**config.mk**
```make
export PLATFORM = sky130hd
export DESIGN_NAME = vga_frame_monitor
export DESIGN_NICKNAME = d
export VERILOG_FILES = /design/src/rtl/vga_mon_pkg.sv /design/src/rtl/vga_mon_sampler.sv /design/src/rtl/vga_frame_monitor.sv
export SDC_FILE = /design/constraint.sdc
export NUM_CORES = 1
export LEC_CHECK = 0
export CAP_MARGIN = 20
export CORE_MARGIN = 1.5
export CORE_UTILIZATION = 30
export CTS_CLUSTER_SIZE = 24
export DETAILED_ROUTE_END_ITERATION = 8
export GPL_TIMING_DRIVEN = 1
export PLACE_DENSITY_LB_ADDON = 0.15
export SLEW_MARGIN = 10
export SYNTH_ARGS = -nofsm -noshare
export SYNTH_HDL_FRONTEND = slang
export SYNTH_SLANG_ARGS = --single-unit
export TNS_END_PERCENT = 50
```
**constraint.sdc**
```tcl
create_clock -name clk -period 10.4 [get_ports clk]
set_clock_uncertainty 0.1 [all_clocks]
set_input_delay 1.04 -clock clk [delete_from_list [all_inputs] [get_ports clk]]
set_output_delay 1.04 -clock clk [all_outputs]
set_load 0.1 [all_outputs]
```
**src/rtl/vga_mon_pkg.sv**
```systemverilog
// Shared constants for the VGA frame monitor: timing defaults,
// FSM state codes, register addresses and a saturating increment.
package vga_mon_pkg;

    localparam int H_TOTAL_DEF   = 800;
    localparam int H_ACTIVE_DEF  = 640;
    localparam int V_TOTAL_DEF   = 525;
    localparam int V_ACTIVE_DEF  = 480;
    localparam int TIMEOUT_LINES = 1023;

    localparam logic [1:0] ST_SEARCH  = 2'd0;
    localparam logic [1:0] ST_MEASURE = 2'd1;
    localparam logic [1:0] ST_LOCKED  = 2'd2;

    localparam logic [2:0] REG_STATUS = 3'd0;
    localparam logic [2:0] REG_FRAMES = 3'd1;
    localparam logic [2:0] REG_ERRORS = 3'd2;
    localparam logic [2:0] REG_CSUM   = 3'd3;
    localparam logic [2:0] REG_FG     = 3'd4;
    localparam logic [2:0] REG_HTIME  = 3'd5;
    localparam logic [2:0] REG_VTIME  = 3'd6;
    localparam logic [2:0] REG_BG     = 3'd7;

    localparam logic [23:0] BG_RESET = 24'h500000;

    function automatic logic [11:0] sat_inc(input logic [11:0] v,
                                            input logic        en);
        return (en && v != 12'hFFF) ? v + 12'd1 : v;
    endfunction

endpackage

```
**src/rtl/vga_mon_sampler.sv**
```systemverilog
// Registers the VGA inputs once and derives pixel ticks and
// sync falling edges as seen from one tick to the next.
module vga_mon_sampler (
    input  logic        clk,
    input  logic        reset_n,
    input  logic [7:0]  vga_r,
    input  logic [7:0]  vga_g,
    input  logic [7:0]  vga_b,
    input  logic        vga_clk,
    input  logic        vga_hs,
    input  logic        vga_vs,
    input  logic        vga_blank_n,
    output logic        tick,
    output logic        hs_fall,
    output logic        vs_fall,
    output logic [23:0] pix_rgb,
    output logic        pix_blank_n
);

    logic [23:0] rgb_q, rgb_d;
    logic        clk_q, clk_d;
    logic        clk_prev_q, clk_prev_d;
    logic        hs_q, hs_d;
    logic        vs_q, vs_d;
    logic        blank_q, blank_d;
    logic        hs_last_q, hs_last_d;
    logic        vs_last_q, vs_last_d;

    assign tick        = clk_q & ~clk_prev_q;
    assign hs_fall     = tick & hs_last_q & ~hs_q;
    assign vs_fall     = tick & vs_last_q & ~vs_q;
    assign pix_rgb     = rgb_q;
    assign pix_blank_n = blank_q;

    always_comb begin
        rgb_d      = {vga_r, vga_g, vga_b};
        clk_d      = vga_clk;
        clk_prev_d = clk_q;
        hs_d       = vga_hs;
        vs_d       = vga_vs;
        blank_d    = vga_blank_n;
        // sync levels remembered per tick, so edges are tick-to-tick
        hs_last_d  = tick ? hs_q : hs_last_q;
        vs_last_d  = tick ? vs_q : vs_last_q;
    end

    always_ff @(posedge clk or negedge reset_n) begin
        if (!reset_n) begin
            rgb_q      <= '0;
            clk_q      <= 1'b0;
            clk_prev_q <= 1'b0;
            hs_q       <= 1'b0;
            vs_q       <= 1'b0;
            blank_q    <= 1'b0;
            hs_last_q  <= 1'b0;
            vs_last_q  <= 1'b0;
        end else begin
            rgb_q      <= rgb_d;
            clk_q      <= clk_d;
            clk_prev_q <= clk_prev_d;
            hs_q       <= hs_d;
            vs_q       <= vs_d;
            blank_q    <= blank_d;
            hs_last_q  <= hs_last_d;
            vs_last_q  <= vs_last_d;
        end
    end

endmodule

```
**src/rtl/vga_frame_monitor.sv**
```systemverilog
// Measures VGA frame timing and pixel statistics, tracks lock
// state and exposes results over an Avalon-MM register slave.
module vga_frame_monitor
    import vga_mon_pkg::*;
#(
    parameter int H_TOTAL  = H_TOTAL_DEF,
    parameter int H_ACTIVE = H_ACTIVE_DEF,
    parameter int V_TOTAL  = V_TOTAL_DEF,
    parameter int V_ACTIVE = V_ACTIVE_DEF
) (
    input  logic        clk,
    input  logic        reset_n,
    input  logic [7:0]  VGA_R,
    input  logic [7:0]  VGA_G,
    input  logic [7:0]  VGA_B,
    input  logic        VGA_CLK,
    input  logic        VGA_HS,
    input  logic        VGA_VS,
    input  logic        VGA_BLANK_n,
    input  logic        chipselect,
    input  logic        read,
    input  logic        write,
    input  logic [2:0]  address,
    input  logic [31:0] writedata,
    output logic [31:0] readdata
);

    localparam logic [11:0] HT_L = 12'(H_TOTAL);
    localparam logic [11:0] HA_L = 12'(H_ACTIVE);
    localparam logic [11:0] VT_L = 12'(V_TOTAL);
    localparam logic [11:0] VA_L = 12'(V_ACTIVE);
    localparam logic [11:0] TO_L = 12'(TIMEOUT_LINES);

    logic        tick, hs_fall, vs_fall, pix_blank_n;
    logic [23:0] pix_rgb;

    vga_mon_sampler u_sampler (
        .clk         (clk),
        .reset_n     (reset_n),
        .vga_r       (VGA_R),
        .vga_g       (VGA_G),
        .vga_b       (VGA_B),
        .vga_clk     (VGA_CLK),
        .vga_hs      (VGA_HS),
        .vga_vs      (VGA_VS),
        .vga_blank_n (VGA_BLANK_n),
        .tick        (tick),
        .hs_fall     (hs_fall),
        .vs_fall     (vs_fall),
        .pix_rgb     (pix_rgb),
        .pix_blank_n (pix_blank_n)
    );

    logic [11:0] h_cnt_q, h_cnt_d;
    logic [11:0] h_last_q, h_last_d;
    logic [11:0] line_act_q, line_act_d;
    logic [11:0] h_max_q, h_max_d;
    logic [11:0] v_cnt_q, v_cnt_d;
    logic [11:0] v_act_q, v_act_d;
    logic [31:0] csum_q, csum_d;
    logic [19:0] fg_q, fg_d;
    logic        armed_q, armed_d;
    logic [1:0]  state_q, state_d;
    logic [15:0] frames_q, frames_d;
    logic [15:0] errors_q, errors_d;
    logic [31:0] s_csum_q, s_csum_d;
    logic [19:0] s_fg_q, s_fg_d;
    logic [11:0] s_htot_q, s_htot_d;
    logic [11:0] s_hact_q, s_hact_d;
    logic [11:0] s_vtot_q, s_vtot_d;
    logic [11:0] s_vact_q, s_vact_d;
    logic [23:0] bg_q, bg_d;
    logic [31:0] rdata_q, rdata_d;

    logic        new_line, match, timeout, wr, rd, fg_hit;
    logic [11:0] line_len, la_base, la_next, hmax_base;
    logic [9:0]  pix_sum;
    logic [7:0]  unused_wd;

    assign unused_wd = writedata[31:24];
    assign readdata  = rdata_q;

    always_comb begin
        h_cnt_d    = h_cnt_q;
        h_last_d   = h_last_q;
        line_act_d = line_act_q;
        h_max_d    = h_max_q;
        v_cnt_d    = v_cnt_q;
        v_act_d    = v_act_q;
        csum_d     = csum_q;
        fg_d       = fg_q;
        armed_d    = armed_q;
        state_d    = state_q;
        frames_d   = frames_q;
        errors_d   = errors_q;
        s_csum_d   = s_csum_q;
        s_fg_d     = s_fg_q;
        s_htot_d   = s_htot_q;
        s_hact_d   = s_hact_q;
        s_vtot_d   = s_vtot_q;
        s_vact_d   = s_vact_q;
        bg_d       = bg_q;
        rdata_d    = rdata_q;

        wr       = chipselect & write;
        rd       = chipselect & read;
        new_line = hs_fall | vs_fall;
        // the line that ends on this tick still belongs to the old frame
        line_len  = hs_fall ? h_cnt_q : h_last_q;
        la_base   = new_line ? 12'd0 : line_act_q;
        la_next   = sat_inc(la_base, pix_blank_n);
        hmax_base = vs_fall ? 12'd0 : h_max_q;
        pix_sum   = {2'b0, pix_rgb[23:16]} + {2'b0, pix_rgb[15:8]}
                  + {2'b0, pix_rgb[7:0]};
        fg_hit    = pix_blank_n && (pix_rgb != bg_q);
        match     = (line_len == HT_L) && (h_max_q == HA_L)
                  && (v_cnt_q == VT_L) && (v_act_q == VA_L);
        timeout   = tick & armed_q & hs_fall & ~vs_fall
                  & (v_cnt_q >= TO_L);

        if (tick && (armed_q || vs_fall)) begin
            h_cnt_d    = sat_inc(new_line ? 12'd0 : h_cnt_q, 1'b1);
            h_last_d   = vs_fall ? 12'd0 : line_len;
            line_act_d = la_next;
            h_max_d    = (la_next > hmax_base) ? la_next : hmax_base;
            v_cnt_d    = sat_inc(vs_fall ? 12'd0 : v_cnt_q, hs_fall);
            v_act_d    = sat_inc(vs_fall ? 12'd0 : v_act_q,
                                 pix_blank_n && (la_base == 12'd0));
            csum_d     = (vs_fall ? 32'd0 : csum_q)
                       + (pix_blank_n ? {22'd0, pix_sum} : 32'd0);
            fg_d       = (vs_fall ? 20'd0 : fg_q) + {19'd0, fg_hit};
        end

        if (vs_fall) begin
            armed_d  = 1'b1;
            s_csum_d = csum_q;
            s_fg_d   = fg_q;
            s_htot_d = line_len;
            s_hact_d = h_max_q;
            s_vtot_d = v_cnt_q;
            s_vact_d = v_act_q;
            case (state_q)
                ST_SEARCH: state_d = ST_MEASURE;
                ST_MEASURE: begin
                    state_d = match ? ST_LOCKED : ST_SEARCH;
                    if (!match) errors_d = errors_q + 16'd1;
                end
                ST_LOCKED: begin
                    if (match) begin
                        frames_d = frames_q + 16'd1;
                    end else begin
                        state_d  = ST_SEARCH;
                        errors_d = errors_q + 16'd1;
                    end
                end
                default: state_d = ST_SEARCH;
            endcase
        end else if (timeout) begin
            // disarm so a stuck VS is reported only once
            armed_d  = 1'b0;
            state_d  = ST_SEARCH;
            errors_d = errors_q + 16'd1;
        end

        if (wr && address == REG_STATUS && writedata[0]) begin
            frames_d = '0;
            errors_d = '0;
        end
        if (wr && address == REG_BG) bg_d = writedata[23:0];

        if (rd) begin
            case (address)
                REG_STATUS: rdata_d = {29'd0, state_q == ST_LOCKED, state_q};
                REG_FRAMES: rdata_d = {16'd0, frames_q};
                REG_ERRORS: rdata_d = {16'd0, errors_q};
                REG_CSUM:   rdata_d = s_csum_q;
                REG_FG:     rdata_d = {12'd0, s_fg_q};
                REG_HTIME:  rdata_d = {4'd0, s_htot_q, 4'd0, s_hact_q};
                REG_VTIME:  rdata_d = {4'd0, s_vtot_q, 4'd0, s_vact_q};
                REG_BG:     rdata_d = {8'd0, bg_q};
                default:    rdata_d = '0;
            endcase
        end
    end

    always_ff @(posedge clk or negedge reset_n) begin
        if (!reset_n) begin
            h_cnt_q    <= '0;
            h_last_q   <= '0;
            line_act_q <= '0;
            h_max_q    <= '0;
            v_cnt_q    <= '0;
            v_act_q    <= '0;
            csum_q     <= '0;
            fg_q       <= '0;
            armed_q    <= 1'b0;
            state_q    <= ST_SEARCH;
            frames_q   <= '0;
            errors_q   <= '0;
            s_csum_q   <= '0;
            s_fg_q     <= '0;
            s_htot_q   <= '0;
            s_hact_q   <= '0;
            s_vtot_q   <= '0;
            s_vact_q   <= '0;
            bg_q       <= BG_RESET;
            rdata_q    <= '0;
        end else begin
            h_cnt_q    <= h_cnt_d;
            h_last_q   <= h_last_d;
            line_act_q <= line_act_d;
            h_max_q    <= h_max_d;
            v_cnt_q    <= v_cnt_d;
            v_act_q    <= v_act_d;
            csum_q     <= csum_d;
            fg_q       <= fg_d;
            armed_q    <= armed_d;
            state_q    <= state_d;
            frames_q   <= frames_d;
            errors_q   <= errors_d;
            s_csum_q   <= s_csum_d;
            s_fg_q     <= s_fg_d;
            s_htot_q   <= s_htot_d;
            s_hact_q   <= s_hact_d;
            s_vtot_q   <= s_vtot_d;
            s_vact_q   <= s_vact_d;
            bg_q       <= bg_d;
            rdata_q    <= rdata_d;
        end
    end

endmodule
```
==> qor.yml <==
sta:
  grt_setup_unrepaired: "false"
  fin_crit_sh_pct: 51.9
  holdWs_ns: 0.337
  tightest_slew_ns: 1.11
  setup_viol: 0
  timing.slew.headroom_pct: 26.2
  slew_violations: 0
  tns_ns: 0
  finalHoldViolations: 0
  period_needed_ns: 5.39
  max_freq_mhz: 185
synth:
  seq_area_frac_synth_pct: 49.3
  syn_inst: 1836
  syn_area_um2: 17600
  avgSynthCellArea_um2: 9.56
  ys_seq_elements: 346
  async_reset_ff_share_pct: 100
  ys.flop_type: "dfrtp_1"
  synth_fp_nets: 1954
  yosys_warnings: 0
  synth_edf_count: 0
  synth_cell_types: 78
clock_tree:
  numCtsBuffers: 43
  cts.sinks: 346
  tritoncts: "yes"
  holdBufCountCts: 0
  htree_levels: 2
  cts_setup_buffers: 0
  cts_root_buf: "clkbuf_16"
  clockBufferDepth: 3
  clkSlewWorstSetupHoldPaths_ns: 0.06
  clock_latency_ns: 0.58
  ctsResizeCount: 0
global_routing:
  grt_use_total_pct: 17.8
  grt_max_degree: 145
  grt_pass1_wl_um: 82000
  first_global_vias: 13430
  overflow: 0
  antenna_found_initial: 0
setup_path:
  r2r_slack_ns: 5.01
  critical_path_required_ns: 10.80
  crit_type: "reg -> reg"
  cp.arrival_ns: 5.80
  slowest_delay_ns: 0.79
  cp_cell_sequence: "nor2b_1 -> o21ai_1 -> and2_1 -> ha_1 -> nand4_1 -> o41ai_1 -> nor3_1 -> nand2_1 -> xor2_1 -> nor2_1 -> ha_1 -> a21o_1 -> a21o_1 -> a21oi_1 -> and3b_1 -> nand2_1 -> a21oi_1 -> a22o_1"
  path_max_fanout: 12
  cp-start-kind: "flop"
  critPathCaptureType: "flop"
  timing.rr.end: "h_max_q[3]"
  r2r_start: "u_sampler.clk_prev_d"
  startpoint: "u_sampler.clk_prev_d"
  crit_slowest_cell: "a21oi_1"
  reg2reg_depth: 18
final_layout:
  fillers: 5868
  diodes: 0
  syn2layout_area_growth_pct: 18.1
  regArea_um2: 8660
  fin_nets: 2018
  multiInputGateArea_um2: 8450
  drive_gt1_share_pct: 9.12
placement:
  dp_hpwl_um: 36600
  port_buffers: 91
  gp_congestion: 0.836
floorplan:
  ios: 100
  die_w_um: 245
  core_um2: 57800
  fp-row-count: 88
  fp.dieH_um: 245
  initial_utilization_pct: 30.4
  die-area_um2: 60000
pwr:
  leakage_nw: 9.21
  worst_ir_drop_vdd_uv: 113
  finalPower_mw: 4.19
  power.density_nw_per_um2: 202
route:
  routedWlPerCell_um: 19.4
  vias: 13450
  ant_nets: 0
  via_per_inst: 4.99
  initialDrtViolationCount: 1079
  drc: 0
  drt-total-wl_um: 52300
  dr.pass1.iters: 4
flow_run:
  maxCapViolCount: 0
min_path:
  hp-class: "in -> async"
status:
  status: "completed"
## layout make-up
cell class                      count  share of cell area, %
Clock buffer                       61                   6.35
Tap cell                          765                   4.62
Timing Repair Buffer              111                   5.19
Inverter                           33                  0.597
Multi-Input combinational cell   1365                   40.7
Sequential cell                   346                   41.8
Clock inverter                     13                  0.748
## critical path: cells and delay by family (launching register included)
kind / cells / cell delay [ns]
xor gates and xnor gates: 1 / 0.22
DFF: 1 / 0.47
adders and majority gates: 2 / 0.58
AOI/OAI and AO/OA: 7 / 2.07
and+or+nand+nor: 8 / 1.88
## cell usage after synthesis, types with 32 or more instances
master    count  area [um2]
a21oi_1      46         230
a22o_1       45         394
clkbuf_1     71         267
dfrtp_1     344        8610
ha_1         40         500
inv_1        32         120
mux2_2       46         518
nand2_1     458        1720
nand3_1      49         245
nand4_1      37         231
nor2_1      131         492
o21ai_0      65         325
xnor2_1      62         543
xor2_1       57         499
## sequential cells by signal, indices dropped and copies added, names as in the netlist, 2 cells and up
| register | cells |
|---|---|
| line_act_q | 12 |
| readdata | 32 |
| s_csum_q | 32 |
| v_cnt_q | 12 |
| h_last_q | 12 |
| errors_q | 16 |
| s_htot_q | 12 |
| s_hact_q | 12 |
| h_cnt_q | 12 |
| fg_q | 20 |
| state_q | 2 |
| csum_q | 32 |
| s_vtot_q | 12 |
| h_max_q | 12 |
| bg_q | 24 |
| v_act_q | 12 |
| s_vact_q | 12 |
| frames_q | 16 |
| s_fg_q | 20 |
| u_sampler.pix_rgb | 24 |
## worst max-delay path by stage
stage,to,slack [ns],cells past startpoint
after floorplan,h_max_q[10],5.77,21
after global routing,h_max_q[1],4.55,18
after detailed placement,h_max_q[1],5.09,18
final,h_max_q[3],5.01,18
after global placement,h_max_q[1],5.11,18
after CTS,h_max_q[1],5.05,18
## cells by family after synthesis
kind of cell,after synthesis,synth area share (%)
AO/OA/AOI/OAI,281,11.1
XOR/XNOR,119,5.94
adder cells (fa/ha/maj),50,3.99
buffers and inverters,125,2.73
flip-flops,346,49.3
multiplexers,75,5.13
AND/OR/NAND/NOR,840,21.8
## layout by cell type (no fill, tap or decap), types with 18 or more instances in the layout
| cell | netlist | layout |
|---|---|---|
| mux2i_1 | 21 | 21 |
| a21oi_1 | 46 | 46 |
| nor4_1 | 19 | 19 |
| mux2_2 | 46 | 46 |
| nand3_1 | 49 | 49 |
| dfrtp_1 | 344 | 344 |
| nand4_1 | 37 | 37 |
| nor3_1 | 21 | 21 |
| clkbuf_16 | 0 | 45 |
| nor2_1 | 131 | 131 |
| and2_1 | 30 | 29 |
| a22o_1 | 45 | 45 |
| nand2_1 | 458 | 457 |
| xor2_1 | 57 | 57 |
| buf_4 | 1 | 18 |
| clkdlybuf4s50_1 | 0 | 87 |
| o21ai_0 | 65 | 65 |
| a22oi_1 | 20 | 20 |
| ha_1 | 40 | 40 |
| xnor2_1 | 62 | 62 |
| and3_1 | 19 | 19 |
| inv_1 | 32 | 32 |
## through the flow
stage	utilization [%]	worst slack, ns	instances	area (um2)
6_report	35.9	5.01	2694	20700
3_5_place_dp	33.3	5.09	2619	19300
4_1_cts	35.9	5.05	2693	20700
5_1_grt	35.9	4.55	2694	20700
3_3_place_gp	33.3	5.11	2619	19300
2_1_floorplan	-	5.77	1836	17600
## routing by layer
metal	global-route usage, %	share of wire [%]
met1	25.0	48
met2	27.4	45
met3	3.12	4.1
met4	6.50	3.4
met5	0	0
## power breakdown
part	switching (mW)	total [mW]	internal, mW	leakage [nW]
registers	0.224	1.75	1.53	4.56
logic	0.528	0.882	0.353	3.90
clock network	0.603	1.55	0.951	0.739
No activity file was read; power rests on OpenSTA's default activity.
